File: src/rtl/pingpong_ctrl.sv
// -----------------------------------------------------------------------------
// pingpong_ctrl
//
// Write-side controller for a two-bank (A/B) ping-pong packet buffer. Bytes
// from a strobed source are steered into whichever bank is free. A bank that
// holds a complete packet of PACKAGE_SIZE bytes is handed to the read side
// through send_req_x. The read side reports that a bank has drained with the
// asynchronous level rd_done_x. The controller synchronises that level,
// releases the bank and acknowledges with a one-cycle rd_clr_x pulse.
//
// Bank lifecycle   : FREE -> FILLING -> SENDING -> FREE
//                    (an aborted fill goes FILLING -> FREE)
// Controller FSM   : IDLE, FILL_A, FILL_B, DROP
//
// Optional feature : define PPCTRL_STATS_EN to build the saturating drop and
//                    abort statistics counters. Without it, drop_cnt and
//                    abort_cnt are tied to 0.
// Assumes PACKAGE_SIZE >= 2 and CNT_WIDTH >= clog2(PACKAGE_SIZE).
//
// Ports
//   wr_clk, rst_n        write clock; asynchronous active-low reset
//   din_valid, din       source byte strobe and byte
//   rd_done_a/b          bank-drained level from the read domain (async)
//   ram_din              registered byte, shared by both banks
//   wr_en_a/b            bank write enables, held high for a whole fill
//   send_req_a/b         bank full and ready to transmit (level)
//   rd_clr_a/b           one-cycle pulse clearing the read side's drained flag
//   fill_cnt             index of the byte being written into the current bank
//   drop_cnt, abort_cnt  saturating statistics counters
// -----------------------------------------------------------------------------
module pingpong_ctrl #(
  parameter int DATA_WIDTH   = 8,
  parameter int PACKAGE_SIZE = 11552,
  parameter int CNT_WIDTH    = 14
) (
  input  logic                  wr_clk,
  input  logic                  rst_n,
  input  logic                  din_valid,
  input  logic [DATA_WIDTH-1:0] din,
  input  logic                  rd_done_a,
  input  logic                  rd_done_b,
  output logic [DATA_WIDTH-1:0] ram_din,
  output logic                  wr_en_a,
  output logic                  wr_en_b,
  output logic                  send_req_a,
  output logic                  send_req_b,
  output logic                  rd_clr_a,
  output logic                  rd_clr_b,
  output logic [CNT_WIDTH-1:0]  fill_cnt,
  output logic [15:0]           drop_cnt,
  output logic [15:0]           abort_cnt
);

  localparam logic [1:0] ST_IDLE   = 2'd0;
  localparam logic [1:0] ST_FILL_A = 2'd1;
  localparam logic [1:0] ST_FILL_B = 2'd2;
  localparam logic [1:0] ST_DROP   = 2'd3;

  localparam logic [1:0] BK_FREE    = 2'd0;
  localparam logic [1:0] BK_FILLING = 2'd1;
  localparam logic [1:0] BK_SENDING = 2'd2;

  // A byte accepted while fill_cnt sits here is the last byte of the packet.
  localparam logic [CNT_WIDTH-1:0] PRE_LAST_IDX = CNT_WIDTH'(PACKAGE_SIZE - 2);

  logic [1:0]            state_q, state_d;
  logic [1:0]            bank_a_q, bank_a_d, bank_b_q, bank_b_d;
  logic                  pref_b_q, pref_b_d;
  logic [DATA_WIDTH-1:0] ram_din_q, ram_din_d;
  logic                  wr_en_a_q, wr_en_a_d, wr_en_b_q, wr_en_b_d;
  logic                  send_req_a_q, send_req_a_d, send_req_b_q, send_req_b_d;
  logic                  rd_clr_a_q, rd_clr_a_d, rd_clr_b_q, rd_clr_b_d;
  logic [CNT_WIDTH-1:0]  fill_cnt_q, fill_cnt_d;

  // Per-bank pipeline: [0] metastable stage, [1] synchronised level,
  // [2] previous synchronised level, used for rising-edge detection.
  logic [2:0] done_a_pipe_q, done_b_pipe_q;
  logic       done_a_rise, done_b_rise;
  logic       free_a, free_b;
  logic       a_free, b_free, start_a, start_b;

  always_ff @(posedge wr_clk or negedge rst_n) begin
    if (!rst_n) begin
      done_a_pipe_q <= '0;
      done_b_pipe_q <= '0;
    end else begin
      done_a_pipe_q <= {done_a_pipe_q[1:0], rd_done_a};
      done_b_pipe_q <= {done_b_pipe_q[1:0], rd_done_b};
    end
  end

  assign done_a_rise = done_a_pipe_q[1] & ~done_a_pipe_q[2];
  assign done_b_rise = done_b_pipe_q[1] & ~done_b_pipe_q[2];

  // A drained report only counts for a bank that was actually handed over.
  assign free_a = done_a_rise && (bank_a_q == BK_SENDING);
  assign free_b = done_b_rise && (bank_b_q == BK_SENDING);

  // Bank selection works on the registered bank states, so a bank that frees
  // in this same cycle is not yet a candidate.
  assign a_free  = (bank_a_q == BK_FREE);
  assign b_free  = (bank_b_q == BK_FREE);
  assign start_a = pref_b_q ? (!b_free && a_free) : a_free;
  assign start_b = pref_b_q ? b_free : (!a_free && b_free);

  always_comb begin
    // NOTE: every signal assigned here gets a default first, so no path can
    // leave it unassigned and infer a latch.
    state_d    = state_q;
    bank_a_d   = bank_a_q;
    bank_b_d   = bank_b_q;
    pref_b_d   = pref_b_q;
    ram_din_d  = ram_din_q;
    wr_en_a_d  = 1'b0;
    wr_en_b_d  = 1'b0;
    fill_cnt_d = fill_cnt_q;

    // Release drained banks. send_req drops in the same cycle as rd_clr pulses.
    if (free_a) bank_a_d = BK_FREE;
    if (free_b) bank_b_d = BK_FREE;
    rd_clr_a_d   = free_a;
    rd_clr_b_d   = free_b;
    send_req_a_d = (bank_a_q == BK_SENDING) && !free_a;
    send_req_b_d = (bank_b_q == BK_SENDING) && !free_b;

    case (state_q)
      ST_IDLE: begin
        fill_cnt_d = '0;
        if (din_valid) begin
          if (start_a) begin
            bank_a_d  = BK_FILLING;
            wr_en_a_d = 1'b1;
            ram_din_d = din;
            state_d   = ST_FILL_A;
          end else if (start_b) begin
            bank_b_d  = BK_FILLING;
            wr_en_b_d = 1'b1;
            ram_din_d = din;
            state_d   = ST_FILL_B;
          end else begin
            state_d = ST_DROP;
          end
        end
      end

      ST_FILL_A, ST_FILL_B: begin
        if (din_valid) begin
          // The enable stays high across the whole fill; the bank restarts
          // its write address whenever it drops.
          ram_din_d  = din;
          fill_cnt_d = fill_cnt_q + CNT_WIDTH'(1);
          wr_en_a_d  = (state_q == ST_FILL_A);
          wr_en_b_d  = (state_q == ST_FILL_B);
          if (fill_cnt_q == PRE_LAST_IDX) begin
            // Last byte accepted. The enable still covers its write cycle.
            // Going back to IDLE now lets the next byte start the other
            // bank without a bubble.
            if (state_q == ST_FILL_A) bank_a_d = BK_SENDING;
            else                      bank_b_d = BK_SENDING;
            pref_b_d = (state_q == ST_FILL_A);
            state_d  = ST_IDLE;
          end
        end else begin
          // The source stopped short of a full packet, so the partial data
          // is discarded.
          if (state_q == ST_FILL_A) bank_a_d = BK_FREE;
          else                      bank_b_d = BK_FREE;
          fill_cnt_d = '0;
          state_d    = ST_IDLE;
        end
      end

      ST_DROP: begin
        // Bytes are discarded until the burst ends, even if a bank frees
        // partway through it.
        if (!din_valid) state_d = ST_IDLE;
      end

      default: state_d = ST_IDLE;
    endcase
  end

  always_ff @(posedge wr_clk or negedge rst_n) begin
    if (!rst_n) begin
      state_q      <= ST_IDLE;
      bank_a_q     <= BK_FREE;
      bank_b_q     <= BK_FREE;
      pref_b_q     <= 1'b0;
      ram_din_q    <= '0;
      wr_en_a_q    <= 1'b0;
      wr_en_b_q    <= 1'b0;
      send_req_a_q <= 1'b0;
      send_req_b_q <= 1'b0;
      rd_clr_a_q   <= 1'b0;
      rd_clr_b_q   <= 1'b0;
      fill_cnt_q   <= '0;
    end else begin
      // NOTE: non-blocking assignments make every flop sample the values
      // from before the edge, regardless of statement order.
      state_q      <= state_d;
      bank_a_q     <= bank_a_d;
      bank_b_q     <= bank_b_d;
      pref_b_q     <= pref_b_d;
      ram_din_q    <= ram_din_d;
      wr_en_a_q    <= wr_en_a_d;
      wr_en_b_q    <= wr_en_b_d;
      send_req_a_q <= send_req_a_d;
      send_req_b_q <= send_req_b_d;
      rd_clr_a_q   <= rd_clr_a_d;
      rd_clr_b_q   <= rd_clr_b_d;
      fill_cnt_q   <= fill_cnt_d;
    end
  end

  assign ram_din    = ram_din_q;
  assign wr_en_a    = wr_en_a_q;
  assign wr_en_b    = wr_en_b_q;
  assign send_req_a = send_req_a_q;
  assign send_req_b = send_req_b_q;
  assign rd_clr_a   = rd_clr_a_q;
  assign rd_clr_b   = rd_clr_b_q;
  assign fill_cnt   = fill_cnt_q;

`ifdef PPCTRL_STATS_EN
  logic [15:0] drop_cnt_q, drop_cnt_d, abort_cnt_q, abort_cnt_d;
  logic        drop_evt, abort_evt;

  // A dropped byte is either the one that finds no free bank in IDLE or any
  // byte arriving while in DROP. A fill state never sees a completed packet
  // with din_valid low, so din_valid low there is always an abort.
  assign drop_evt  = din_valid &&
                     ((state_q == ST_DROP) ||
                      ((state_q == ST_IDLE) && !(start_a || start_b)));
  assign abort_evt = !din_valid &&
                     ((state_q == ST_FILL_A) || (state_q == ST_FILL_B));

  always_comb begin
    drop_cnt_d  = drop_cnt_q;
    abort_cnt_d = abort_cnt_q;
    if (drop_evt && (drop_cnt_q != 16'hFFFF))   drop_cnt_d  = drop_cnt_q + 16'd1;
    if (abort_evt && (abort_cnt_q != 16'hFFFF)) abort_cnt_d = abort_cnt_q + 16'd1;
  end

  always_ff @(posedge wr_clk or negedge rst_n) begin
    if (!rst_n) begin
      drop_cnt_q  <= '0;
      abort_cnt_q <= '0;
    end else begin
      drop_cnt_q  <= drop_cnt_d;
      abort_cnt_q <= abort_cnt_d;
    end
  end

  assign drop_cnt  = drop_cnt_q;
  assign abort_cnt = abort_cnt_q;
`else
  assign drop_cnt  = '0;
  assign abort_cnt = '0;
`endif

endmodule

File: config.mk
export PLATFORM = sky130hd
export DESIGN_NAME = pingpong_ctrl
export DESIGN_NICKNAME = d
export VERILOG_FILES = /design/src/rtl/pingpong_ctrl.sv
export SDC_FILE = /design/constraint.sdc
export NUM_CORES = 1
export LEC_CHECK = 0
export CAP_MARGIN = 5
export CORE_MARGIN = 3
export CORE_UTILIZATION = 50
export CTS_CLUSTER_DIAMETER = 150
export DETAILED_ROUTE_END_ITERATION = 6
export PLACE_DENSITY = 0.87
export SYNTH_ARGS = -nofsm -noshare
export SYNTH_HDL_FRONTEND = slang
export SYNTH_SLANG_ARGS = --single-unit
export TNS_END_PERCENT = 100
File: constraint.sdc
create_clock -name wr_clk -period 6.5 [get_ports wr_clk]
set_clock_uncertainty 0.15 [all_clocks]
set_input_delay 0.975 -clock wr_clk [delete_from_list [all_inputs] [get_ports wr_clk]]
set_output_delay 0.975 -clock wr_clk [all_outputs]
set_load 0.01 [all_outputs]
**Word-level counts from Yosys, hierarchy flattened**

Index checks and enable logic that the tools add are counted.

- Flip-flop bits (word level): 41
- Latch bits: 0
- Memory bits (writable): 0
- Bits in read-only memories: 0
- Input port bits: 13
- Output and inout port bits: 60
- Logic and storage cells: 90
- Memories: 0

- Add/sub/neg operators: 1
- Multipliers: 0
- Divide/modulo/power cells: 0
- Magnitude comparators: 0
- Eq/ne operators: 11
- Shifts and indexed selects: 0
- Multiplexer cells: 42
- Bitwise logic cells: 4
- Reductions and logical operators: 18

Operators by type and width:

| cell | count |
|---|---|
| $mux W2 | 20 |
| $mux W8 | 4 |
| $pmux W14 S2 | 1 |
| $pmux W8 S2 | 1 |
| $add A14 B1 Y14 const B | 1 |
| $eq A14 B14 Y1 const B | 1 |
| $mux W14 | 1 |
| $mux W1 | 10 |
| $eq A2 B2 Y1 const B | 4 |
| $pmux W2 S2 | 2 |
| $logic_and A1 B1 Y1 | 6 |
| $logic_not A2 Y1 | 3 |
| $ne A2 B2 Y1 const B | 3 |
| $ne A3 B3 Y1 const B | 2 |
| $pmux W2 S3 | 1 |
| $reduce_and A3 Y1 | 2 |
| $logic_not A1 Y1 | 4 |
| $pmux W1 S2 | 2 |
| $reduce_and A4 Y1 | 1 |
| $and A1 B1 Y1 | 2 |
| $eq A2 B1 Y1 const B | 1 |
| $not A1 Y1 | 2 |
| $reduce_bool A2 Y1 | 1 |
| $reduce_or A2 Y1 | 1 |

**Logic depth before layout (Yosys ltp)**

- Depth after elaboration: 8
- Gate-level depth with buffers: 8
- Depth with buffers taken out: 6

**Least setup slack after synthesis**

Ideal clock, no wire load.

- Path kind: input -> register
- Start point: input port din_valid
- End point: register ram_din_q[0], in the netlist ram_din[0]
- Setup time: 0.125 ns
- Arrival time: 2.228 ns
- Required time: 6.225 ns
- Slack: 3.997 ns
- Cell stages on the path: 4
- Buffers on the path: 1
- Path through: clkbuf_1 > o21ai_0 > a21oi_1 > mux2_2

- Cells in the longest elaborated chain, start to end: 2
- Elaborated cells between the ends (all ways): 3
- Classes of those cells: eq/ne (2); reduce/logical (1)

RTL lines:

| item | RTL line | source |
|---|---|---|
| start: declaration | 38 | `input logic din_valid,` |
| $ne A2 B2 Y1 (no source line) | n/a |  |
| $reduce_and A4 Y1 (no source line) * | n/a |  |
| end signal: assignment | 204 | `ram_din_q <= ram_din_d;` |
| end: declaration | 69 | `logic [DATA_WIDTH-1:0] ram_din_q, ram_din_d;` |

Mark *: on every way between the ends. The rest lies on a longest branch, timed or not.
A chain may end at the register's enable or synchronous reset.

**Worst setup path after layout**

- Start point: input port din_valid
- End point: register ram_din_q[6], in the netlist ram_din[6]

The elaborated chain is that of the path after synthesis.

==> summary.md <==
| Metric | Value |
|---|---|
| Total GRT Usage | `17.5%` |
| Fraction of layout cells with a size suffix above 1 | `7.41%` |
| Drt first pass iters | `4` |
| Detailed Route WL | `4440 µm` |
| Reg area | `0.00103 mm²` |
| H-tree depth | `2` |
| ANT cells | `0` |
| Final worst path period need | `2.80 ns` |
| Status | `finished clean` |
| Setup bufs post-CTS | `0` |
| Vias in the first global route | `1,569` |
| Top-Level Pins | `73` |
| Critical path capture point type | `flip-flop` |
| Clock Tree Root | `clkbuf_8` |
| Resized cells post-CTS | `0` |
| Total number of vias | `1,702` |
| Predominant post-synthesis flop cell | `dfrtp_1` |
| CP required | `6.53 ns` |
| XOR/XNOR Fraction of Synth Area | `0.389%` |
| Post-synth EDFFs | `0` |
| Worst-case clock buffer depth | `2` |
| Placed Area | `0.00255 mm²` |
| Critical Path AT | `2.83 ns` |
| Period utilization | `43.1%` |
| DRC viols | `0` |
| DPL Wire Length | `3150 µm` |
| Reg clk slew, reported paths | `0.08 ns` |
| Fillers | `363` |
| Avg Inst Size Synth | `9.78 µm²` |
| Setup violators final | `0` |
| Total Power | `860 µW` |
| Final Core Density | `63.4%` |
| Pre-CTS setup slack | `3.31 ns` |
| CTS Buf Count | `5` |
| Crit path setup slack, layout | `3.70 ns` |
| CTS hold repair buffers | `0` |
| First-pass GRT wire length | `7300 µm` |
| Post-synthesis mux area share | `5.78%` |
| Mapped cell area | `0.00225 mm²` |
| Worst-case vdd ir drop | `0.000157 V` |
| Hold Path Class | `reg -> reg` |
| Die Wd | `73.1 µm` |
| Initial antenna violation count | `0` |
| Clk_lat worst skew | `0.29 ns` |
| Worst Tran Pin Value | `0.892 ns` |
| Vert. Die Dim | `73.1 µm` |
| Via density | `5.32` |
| Worst Hold Slack | `0.202 ns` |
| Setup TNS Final | `0 ns` |
| Power Dens Cells | `325 mW/mm²` |
| RSZ-0062 raised after global routing | `no` |
| Async SR Flop Fraction | `100%` |
| Fin area | `0.00265 mm²` |
| Fin cells | `320` |
| Multi-input combinational cell area | `0.00102 mm²` |
| Max_slew headroom | `40.5%` |
| Hold path depth | `0` |
| R2R depth | `6` |
| Gr ovfl total | `0` |
| Adder-cell area share of the yosys netlist | `4.45%` |
| Die area | `0.00534 mm²` |
| Post-synthesis simple-gate area fraction | `17.4%` |
| Floorplan row count | `23` |
| Post-Synthesis Cells | `230` |
| Critical path startpoint category | `primary input` |
| Post-synthesis compound-gate area fraction | `12.1%` |
| Max Cap Viol | `0` |
| NumNets Final | `290` |
| P&R area growth vs syn | `17.6%` |
| Crit Path Max Fanout | `10` |
| Inst Count DP | `312` |
| Final hold vios | `0` |
| DRT antenna net count | `0` |
| Largest family of logic cells by synthesized area | `simple AND/OR/NAND/NOR gates` |
| CTS tree | `done` |
| Clock sink count | `41` |
| Yosys cell types | `43` |
| Leakage | `1.16 nW` |
| Synth warn | `0` |
| WL/cell | `13.9 µm` |
| Maximum number of pins on one net before global-route repair | `42` |
| Peak Freq | `357 MHz` |
| DRT iter0 DRCs | `155` |
| Seq/Total Area, Yosys | `45.6%` |
| Initial Utilization | `53.9%` |
| Buffers on Ports | `40` |
| Gp weighted congestion | `0.838` |
| Core ar. | `0.00417 mm²` |
| Seq cells post-synth | `41` |
| Slew Viols, Final | `0` |
| Crit path kind | `in -> reg` |
worst paths after layout:
path,slack [ns],endpoint,startpoint
worst max-delay path,3.70,ram_din[6],din_valid
worst min-delay path,0.20,done_a_pipe_q[1],done_a_pipe_q[0]
worst max register to register,4.03,state_q[1],fill_cnt[0]
worst min register to register,0.20,done_a_pipe_q[1],done_a_pipe_q[0]
max in group asynchronous,4.99,fill_cnt[5],rst_n
min in group asynchronous,0.65,fill_cnt[13],rst_n
logic make-up after synthesis:
logic type,count (synthesis)
DFF,41
other,1
xor gates and xnor gates,1
buffers and inverters,50
AOI/OAI and AO/OA,41
muxes,12
and+or+nand+nor,76
adders and majority gates,8
final cells by class:
cell class | instances | share of cell area, %
clock buffer | 6 | 3.12
clock inverter | 2 | 0.520
inverter | 11 | 1.56
multi-input combinational | 170 | 38.7
sequential | 41 | 38.8
tap | 50 | 2.37
timing repair buffer | 40 | 14.9
where the power goes:
part / internal [mW] / switching [mW]
clock: 0.0860 / 0.0858
combinational: 0.165 / 0.184
sequential: 0.303 / 0.0354
cell usage after synthesis (2+ instances only):
cell / number / area share (%)
a21oi_1: 8 / 1.8
or4_1: 2 / 0.67
nor2_1: 13 / 2.2
ha_1: 8 / 4.4
nor3_1: 6 / 1.3
and2_1: 2 / 0.56
nor2b_1: 3 / 0.83
nand3b_1: 2 / 0.67
nand2b_1: 5 / 1.4
dfrtp_1: 41 / 46
nand2_1: 22 / 3.7
or3_1: 3 / 0.83
buf_4: 32 / 11
clkbuf_1: 5 / 0.83
o41ai_1: 2 / 0.78
mux2i_1: 4 / 1.8
nor4_1: 2 / 0.56
nand3_1: 7 / 1.6
o31ai_1: 2 / 0.67
inv_1: 11 / 1.8
nand4_1: 4 / 1.1
mux2_2: 8 / 4.0
o21ai_0: 16 / 3.6
a31oi_1: 3 / 0.83
worst max-delay path, cell delays in order:
cell and delay (ns):
clkdlybuf4s50_1 0.68, o21ai_0 0.15, a21oi_1 0.61, mux2_2 0.41
metal layers:
| metal | vias up | track usage (%) | routed length (µm) |
|---|---|---|---|
| li1 | 810 | - | - |
| met1 | 811 | 22.8 | 1840 |
| met2 | 74 | 28.7 | 2250 |
| met3 | 7 | 4.55 | 301 |
| met4 | 0 | 4.71 | 50 |
| met5 | - | 0 | 0 |
registers in the layout, indices dropped and copies added (netlist names):
signal         cells
done_a_pipe_q      3
rd_clr_b           1
state_q            2
pref_b_q           1
send_req_a         1
ram_din            8
fill_cnt          14
done_b_pipe_q      3
bank_a_q           2
wr_en_b            1
rd_clr_a           1
send_req_b         1
bank_b_q           2
wr_en_a            1
layout by cell type (no fill, tap or decap), types with 6 or more instances in the layout:
cell	instances
a21oi_1	8
clkbuf_8	6
clkdlybuf4s50_1	39
conb_1	32
dfrtp_1	41
ha_1	8
inv_1	11
mux2_2	8
nand2_1	22
nand3_1	7
nor2_1	13
nor3_1	6
o21ai_0	16
(Power assumes the default switching activity.)
